[config.mk]
export PLATFORM = sky130hd
export DESIGN_NAME = rr_lock_arbiter_flat
export DESIGN_NICKNAME = d
export VERILOG_FILES = /design/src/rtl/rr_arb_pkg.sv /design/src/rtl/rr_lock_arbiter_if.sv /design/src/rtl/rr_prio_pick.sv /design/src/rtl/rr_lock_arbiter.sv /design/src/flat_wrapper.sv
export SDC_FILE = /design/constraint.sdc
export NUM_CORES = 1
export LEC_CHECK = 0
export ABC_AREA = 0
export ABC_CLOCK_PERIOD_IN_PS = 3950
export BUFFER_PORTS_ARGS = -buffer_cell sky130_fd_sc_hd__buf_2
export CAP_MARGIN = 25
export CORE_UTILIZATION = 56
export CTS_CLUSTER_DIAMETER = 60
export CTS_CLUSTER_SIZE = 8
export DETAILED_ROUTE_END_ITERATION = 12
export PLACE_DENSITY = 0.82
export SLEW_MARGIN = 20
export SYNTH_ARGS = -nofsm -noshare
export SYNTH_HDL_FRONTEND = slang
export SYNTH_SLANG_ARGS = --single-unit
export TNS_END_PERCENT = 100
[constraint.sdc]
create_clock -name clk_i -period 3.95 [get_ports clk_i]
set_clock_uncertainty 0.05 [all_clocks]
set_input_delay 0.395 -clock clk_i [delete_from_list [all_inputs] [get_ports clk_i]]
set_output_delay 0.395 -clock clk_i [all_outputs]
set_load 0.005 [all_outputs]
[src/rtl/rr_arb_pkg.sv]
// Shared definitions for the round-robin lock arbiter.
package rr_arb_pkg;

    // Default bound on consecutive locked cycles before a forced release.
    localparam int LockMaxDefault = 16;

    // Increment an index and wrap at n explicitly, so non-power-of-two
    // requester counts never rely on natural overflow.
    function automatic int next_idx_wrap(input int idx, input int n);
        return (idx + 1 >= n) ? 0 : idx + 1;
    endfunction

endpackage

[src/rtl/rr_lock_arbiter_if.sv]
// Handshake bundle between the requesters, the arbiter and the shared port.
interface rr_lock_arbiter_if #(
    parameter int NumIn = 4
);
    localparam int IdxW = $clog2(NumIn);

    logic             flush_i;
    logic [NumIn-1:0] req_i;
    logic             lock_i;
    logic             ready_i;
    logic             valid_o;
    logic [IdxW-1:0]  idx_o;
    logic [NumIn-1:0] gnt_o;
    logic             locked_o;
    logic             lock_timeout_o;

    // Requester / downstream side: drives requests and ready, observes selection.
    modport master (
        output flush_i, req_i, lock_i, ready_i,
        input  valid_o, idx_o, gnt_o, locked_o, lock_timeout_o
    );

    // Arbiter side.
    modport slave (
        input  flush_i, req_i, lock_i, ready_i,
        output valid_o, idx_o, gnt_o, locked_o, lock_timeout_o
    );
endinterface

[src/rtl/rr_prio_pick.sv]
// Combinational round-robin find-first: first set request at or after ptr_i.
module rr_prio_pick #(
    parameter int NumIn = 4,
    parameter int IdxW  = $clog2(NumIn)
) (
    input  logic [NumIn-1:0] req_i,
    input  logic [IdxW-1:0]  ptr_i,
    output logic [IdxW-1:0]  idx_o,
    output logic             valid_o
);
    int              cand;
    logic [IdxW-1:0] cand_idx;

    // Scan from the farthest candidate back to ptr_i so the nearest one wins last.
    always_comb begin
        idx_o    = ptr_i;
        valid_o  = 1'b0;
        cand     = 0;
        cand_idx = '0;
        for (int k = NumIn - 1; k >= 0; k--) begin
            cand = int'(ptr_i) + k;
            if (cand >= NumIn) begin
                cand = cand - NumIn;
            end
            cand_idx = IdxW'(cand);
            if (req_i[cand_idx]) begin
                idx_o   = cand_idx;
                valid_o = 1'b1;
            end
        end
    end
endmodule

[src/rtl/rr_lock_arbiter.sv]
// Round-robin arbiter with grant lock, handshake stability and bounded lock time.
module rr_lock_arbiter
    import rr_arb_pkg::*;
#(
    parameter int NumIn   = 4,
    parameter int IdxW    = $clog2(NumIn),
    parameter int LockMax = LockMaxDefault,
    parameter int CntW    = $clog2(LockMax + 1)
) (
    input logic              clk_i,
    input logic              rst_ni,
    rr_lock_arbiter_if.slave bus
);
    typedef struct packed {
        logic [IdxW-1:0] ptr;
        logic            lock;
        logic [IdxW-1:0] lock_idx;
        logic [CntW-1:0] cnt;
    } arb_state_t;

    arb_state_t      st_q, st_d;
    logic [IdxW-1:0] rr_idx, sel_idx;
    logic            rr_valid, sel_valid, lock_hit, hs, at_limit, timeout, hold;

    rr_prio_pick #(.NumIn(NumIn), .IdxW(IdxW)) u_pick (
        .req_i  (bus.req_i),
        .ptr_i  (st_q.ptr),
        .idx_o  (rr_idx),
        .valid_o(rr_valid)
    );

    // A lock only takes effect while its owner is still requesting.
    assign lock_hit  = st_q.lock && bus.req_i[st_q.lock_idx];
    assign sel_valid = lock_hit || rr_valid;
    assign sel_idx   = lock_hit ? st_q.lock_idx : rr_idx;
    assign hs        = sel_valid && bus.ready_i;
    assign at_limit  = st_q.cnt >= CntW'(LockMax - 1);
    // Forced release only when lock_i is the sole reason to hold (beat accepted).
    assign timeout   = lock_hit && bus.lock_i && bus.ready_i && at_limit;

    assign bus.valid_o        = sel_valid;
    assign bus.idx_o          = sel_idx;
    assign bus.locked_o       = st_q.lock;
    assign bus.lock_timeout_o = timeout && !bus.flush_i;

    // One-hot grant on the accepted beat.
    always_comb begin
        bus.gnt_o = '0;
        if (hs) begin
            bus.gnt_o[sel_idx] = 1'b1;
        end
    end

    // Lock / pointer / timer next-state; flush overrides everything.
    always_comb begin
        st_d = st_q;
        hold = 1'b0;
        if (lock_hit || !st_q.lock) begin
            hold = sel_valid && (bus.lock_i || !bus.ready_i);
        end else begin
            // Owner dropped: keep only an un-acked beat stable, never re-lock it.
            hold = sel_valid && !bus.ready_i;
        end
        if (timeout) begin
            hold = 1'b0;
        end
        st_d.lock = hold;
        if (hold) begin
            st_d.lock_idx = sel_idx;
            if (st_q.lock) begin
                st_d.cnt = (st_q.cnt < CntW'(LockMax)) ? st_q.cnt + 1'b1 : st_q.cnt;
            end else begin
                st_d.cnt = '0;
            end
        end else begin
            st_d.cnt = '0;
        end
        if (hs && !hold) begin
            st_d.ptr = IdxW'(next_idx_wrap(int'(sel_idx), NumIn));
        end
        if (bus.flush_i) begin
            st_d = '0;
        end
    end

    // State register with asynchronous clear.
    always_ff @(posedge clk_i or negedge rst_ni) begin
        if (!rst_ni) begin
            st_q <= '0;
        end else begin
            st_q <= st_d;
        end
    end

    a_gnt_onehot0: assert property (@(posedge clk_i) disable iff (!rst_ni)
        $onehot0(bus.gnt_o));

    a_idx_stable: assert property (@(posedge clk_i) disable iff (!rst_ni)
        (bus.valid_o && !bus.ready_i && !bus.flush_i && bus.req_i[bus.idx_o])
        |=> (bus.idx_o == $past(bus.idx_o)));

    a_unlocked_after_reset: assert property (@(posedge clk_i)
        $rose(rst_ni) |-> !bus.locked_o);
endmodule

[src/flat_wrapper.sv]
// flat-port wrapper written by rule: the top's interface ports become plain ports
module rr_lock_arbiter_flat import rr_arb_pkg::*;
#(
    parameter int NumIn   = 4,
    parameter int IdxW    = $clog2(NumIn),
    parameter int LockMax = LockMaxDefault,
    parameter int CntW    = $clog2(LockMax + 1)
)
  (clk_i, rst_ni, bus_flush_i, bus_req_i, bus_lock_i, bus_ready_i, bus_valid_o, bus_idx_o, bus_gnt_o, bus_locked_o, bus_lock_timeout_o);
  rr_lock_arbiter_if #(.NumIn(NumIn)) bus_i ();
  input logic clk_i;
  input logic rst_ni;
  input wire logic [$bits(bus_i.flush_i)-1:0] bus_flush_i;
  input wire logic [$bits(bus_i.req_i)-1:0] bus_req_i;
  input wire logic [$bits(bus_i.lock_i)-1:0] bus_lock_i;
  input wire logic [$bits(bus_i.ready_i)-1:0] bus_ready_i;
  output wire logic [$bits(bus_i.valid_o)-1:0] bus_valid_o;
  output wire logic [$bits(bus_i.idx_o)-1:0] bus_idx_o;
  output wire logic [$bits(bus_i.gnt_o)-1:0] bus_gnt_o;
  output wire logic [$bits(bus_i.locked_o)-1:0] bus_locked_o;
  output wire logic [$bits(bus_i.lock_timeout_o)-1:0] bus_lock_timeout_o;
  assign bus_i.flush_i = bus_flush_i;
  assign bus_i.req_i = bus_req_i;
  assign bus_i.lock_i = bus_lock_i;
  assign bus_i.ready_i = bus_ready_i;
  assign bus_valid_o = bus_i.valid_o;
  assign bus_idx_o = bus_i.idx_o;
  assign bus_gnt_o = bus_i.gnt_o;
  assign bus_locked_o = bus_i.locked_o;
  assign bus_lock_timeout_o = bus_i.lock_timeout_o;
  rr_lock_arbiter #(.NumIn(NumIn), .IdxW(IdxW), .LockMax(LockMax), .CntW(CntW)) u_core (.clk_i(clk_i), .rst_ni(rst_ni), .bus(bus_i));
endmodule
==> impl_table.tex <==
\begin{tabular}{lr}
\hline
Metric & Value \\
\hline
\multicolumn{2}{l}{\textbf{Global routing}} \\
Number of global-route vias before repair & $\sim$570 \\
Pin count of the biggest net entering global routing & 11 \\
Initial antenna violation count & 0 \\
Total overflow reported by the global router & 0 \\
Wire length of the first global-routing pass & 2350 um \\
GR Util All Layers & between 20\% and 30\% \\
\multicolumn{2}{l}{\textbf{Routing}} \\
Post-route antenna net violation count & 0 \\
Detailed Routing Iterations Pass 1 & 2 \\
Detailed Route Iter0 Violations & 6 \\
DRC violation count after routing & 0 \\
Routed via count & around 670 \\
Total Wirelength & roughly 1600 um \\
Vias per Instance & 5.61 \\
WL/cell & 13.3 um \\
\multicolumn{2}{l}{\textbf{Synthesis}} \\
Cell area after synthesis & between 800 and 900 sq um \\
Mean area per synthesized cell & slightly below 10 sq um \\
Fraction of registers with async set/reset & 100\% \\
Count of distinct cell types in the synthesized netlist & 29 \\
Most instantiated cells after synthesis & dfrtp\_1 (10), nor2\_1 (10), nor2b\_1 (7) \\
Register area share after synthesis & 31.2\% \\
Synth Warn \# & 0 \\
Net count of the mapped netlist & 97 \\
Largest cells by area after synthesis & dfrtp\_1 (31\%), ha\_1 (9.3\%), nor2b\_1 (5.5\%) \\
Yosys top cell area share & 31.2\% \\
Cell type with the largest total area after synthesis & dfrtp\_1 \\
Gate count of the mapped netlist & 82 \\
EDFF count, synth & 0 \\
Post-synthesis sequential element count & 10 \\
Ys flop type & dfrtp\_1 \\
\multicolumn{2}{l}{\textbf{Run status}} \\
Result of the run & finished clean \\
\multicolumn{2}{l}{\textbf{Critical path}} \\
R2R setup slack & approximately 1.7 ns \\
Arrival time reported for the critical path endpoint & 2.27 ns \\
Type of destination of the critical path & primary output \\
CP Max Fanout & 5 \\
Critical-path top delay cell & dfrtp\_1 \\
Crit path cell chain & mux2\_2 -> nand3\_1 -> nand2\_1 -> mux2i\_1 -> inv\_1 -> ha\_1 -> and3\_1 -> buf\_2 \\
Critical Path Max Stage Delay & 0.45 ns \\
Kind of start point of the critical path & flop \\
Category of the critical setup timing path & reg2out \\
Required time at the worst-slack endpoint & 3.50 ns \\
\multicolumn{2}{l}{\textbf{Layout}} \\
Net count of the finished layout & 120 \\
Final antenna diode count & 0 \\
Fraction of layout instances using a drive strength above 1 & between 30\% and 40\% \\
Fill cell count & about 100 \\
Area grow syn2layout & 18.7\% \\
\multicolumn{2}{l}{\textbf{STA}} \\
Final TNS setup & 0 ns \\
Final Max Tran Viols & 0 \\
Share of the clock period used by the worst path after layout & 68.8\% \\
Final critical-path required period & 2.72 ns \\
Slew margin rel. & between 60\% and 70\% \\
Timing-limited maximum frequency & 0.368 GHz \\
Final Hold Violating Endpoints & 0 \\
Least-Margin Pin Slew & roughly 0.52 ns \\
Setup repair after global routing missed its margin & no \\
Final-report setup violation count & 0 \\
Least setup slack across all paths after layout & 1.23 ns \\
\multicolumn{2}{l}{\textbf{Power and ir drop}} \\
Relative contribution of the clock network to total power & 31.4\% \\
Internal cell power & 0.204 mW \\
Switch Pwr & 0.0901 mW \\
Sequential cell fraction of total power & 39.9\% \\
Worst-case vdd ir drop & 0.275 mV \\
Share of total power consumed by net switching & 30.6\% \\
Pwr/cell area & 309 nW/um\^{}2 \\
Combinational group share of total power & between 20\% and 30\% \\
Lkg Pwr & about 0.48 nW \\
\multicolumn{2}{l}{\textbf{CTS}} \\
Clock root buffer master & clkbuf\_4 \\
Clk Latency, worst-skew pair & 0.26 ns \\
Number of buffers added for setup after CTS & 0 \\
Number of buffers added by the clock tree synthesis step & 3 \\
TritonCTS clock tree & done \\
Clock edge transition at the registers on the reported setup and hold paths & 0.07 ns \\
Number of sinks handled by clock tree synthesis & 10 \\
Buffer depth of the longest clock path & 2 \\
CTS H-tree lvls & 1 \\
\multicolumn{2}{l}{\textbf{Floorplanning}} \\
I/O pins & 18 \\
Area inside the core boundary & 1320 sq um \\
Total die area & 1590 sq um \\
Starting density of the core & 61.0\% \\
Row count & 13 \\
Horizontal die dimension & 39.9 um \\
Die Ht & 39.9 um \\
\multicolumn{2}{l}{\textbf{Run}} \\
Maximum Capacitance Violations & 0 \\
\multicolumn{2}{l}{\textbf{Place}} \\
Placer Congestion & 0.721 \\
Estimated wirelength of the detail-placed design & 1260 um \\
Pre-CTS setup slack & around 1.4 ns \\
Number of buffer cells added on primary ports & 17 \\
\multicolumn{2}{l}{\textbf{Hold path}} \\
Type of the most critical hold path & in2reg \\
\hline
\end{tabular}
## placed cells by master (no fill, tap or decap)
master and n:
a211oi_2 1, a22o_1 2, dfrtp_1 10, nand4b_1 1
nor2_1 10, nand4_4 2, nand2_1 4, a21oi_1 5
nand4_1 2, inv_1 5, xnor2_1 1, nand3b_4 1
mux2_2 2, xor2_1 2, clkbuf_8 1, buf_2 17
a2bb2oi_1 1, nor2b_1 7, clkbuf_4 3, and3_1 5
ha_1 6, or2b_2 1, mux2i_1 3, mux4_2 1
nand3_1 2, nand2b_1 1, a32oi_1 1, and2_2 1
o221a_2 1, dlygate4sd3_1 1, o311ai_0 1, nand2_4 1
o21ai_0 2
## per-layer routing
metal / global-route usage [%] / share of wire (%) / up-vias
met5: 0 / 0 / -
met4: 10.3 / 0.32 / 0
met3: 3.41 / 1.9 / 2
met2: 41.5 / 53 / 11
met1: 25.1 / 44 / 310
li1: - / - / 344
## power groups by stage
stage	combinational, mW	sequential [mW]	clock [mW]
6_report	0.0846	0.117	0.0924
5_1_grt	0.0956	0.118	0.0995
2_1_floorplan	0.0559	0.117	0
3_5_place_dp	0.0844	0.119	0
4_1_cts	0.0856	0.117	0.0968
3_3_place_gp	0.0821	0.119	0
## critical path, delay by kind of cell, from the launching register on
| family | cells | cell delay [ns] |
|---|---|---|
| flops | 1 | 0.45 |
| simple gates | 3 | 0.33 |
| fa+ha+maj | 1 | 0.22 |
| buf+inv | 2 | 0.26 |
| mux | 2 | 0.75 |
## timing repair
item / CTS / global route
hold endpoints to repair: 10 / 0
resized for setup: 0 / 0
hold buffers: 1 / 0
## logic make-up after synthesis
kind of cell | Yosys count | synth area share [%]
buffers and inverters | 5 | 2.34
multiplexers | 6 | 9.35
flip-flops | 10 | 31.2
adder cells (fa/ha/maj) | 6 | 9.35
AO/OA/AOI/OAI | 14 | 12.8
AND/OR/NAND/NOR | 38 | 31.8
XOR/XNOR | 3 | 3.27
## worst paths after layout
| kind | from | cells past startpoint | end |
|---|---|---|---|
| setup / recovery | u_core.st_q[5] | 8 | bus_gnt_o[3] |
| hold / removal | bus_flush_i | 2 | u_core.st_q[5] |
| min in group asynchronous | rst_ni | 2 | u_core.st_q[2] |
| setup reg to reg | u_core.st_q[5] | 8 | u_core.st_q[9] |
| max in group asynchronous | rst_ni | 2 | u_core.st_q[6] |
| hold reg to reg | u_core.st_q[3] | 2 | u_core.st_q[3] |
## cell type report
class                           count  area [sq um]  share of cell area, %
Multi-Input combinational cell     67           534                   56.0
Sequential cell                    10           250                   26.2
Timing Repair Buffer               18          95.1                   9.97
Clock buffer                        4          36.3                   3.81
Inverter                            5          18.8                   1.97
Tap cell                           15          18.8                   1.97
## flip-flops by register name (all words and copies together), names as in the netlist
signal	flops
u_core.st_q	9
u_core.bus.locked_o	1
## stage by stage
step	std cells	utilization [%]	area, sq um	hold WS, ns	power [mW]
after floorplan	82	-	803	0.0494	0.173
after detailed placement	114	68.9	907	0.212	0.204
after global placement	114	68.9	907	0.211	0.201
after global routing	119	72.4	953	0.352	0.313
after CTS	119	72.4	953	0.326	0.300
final	119	72.4	953	0.335	0.294
Power figures use the tool's default switching activity.
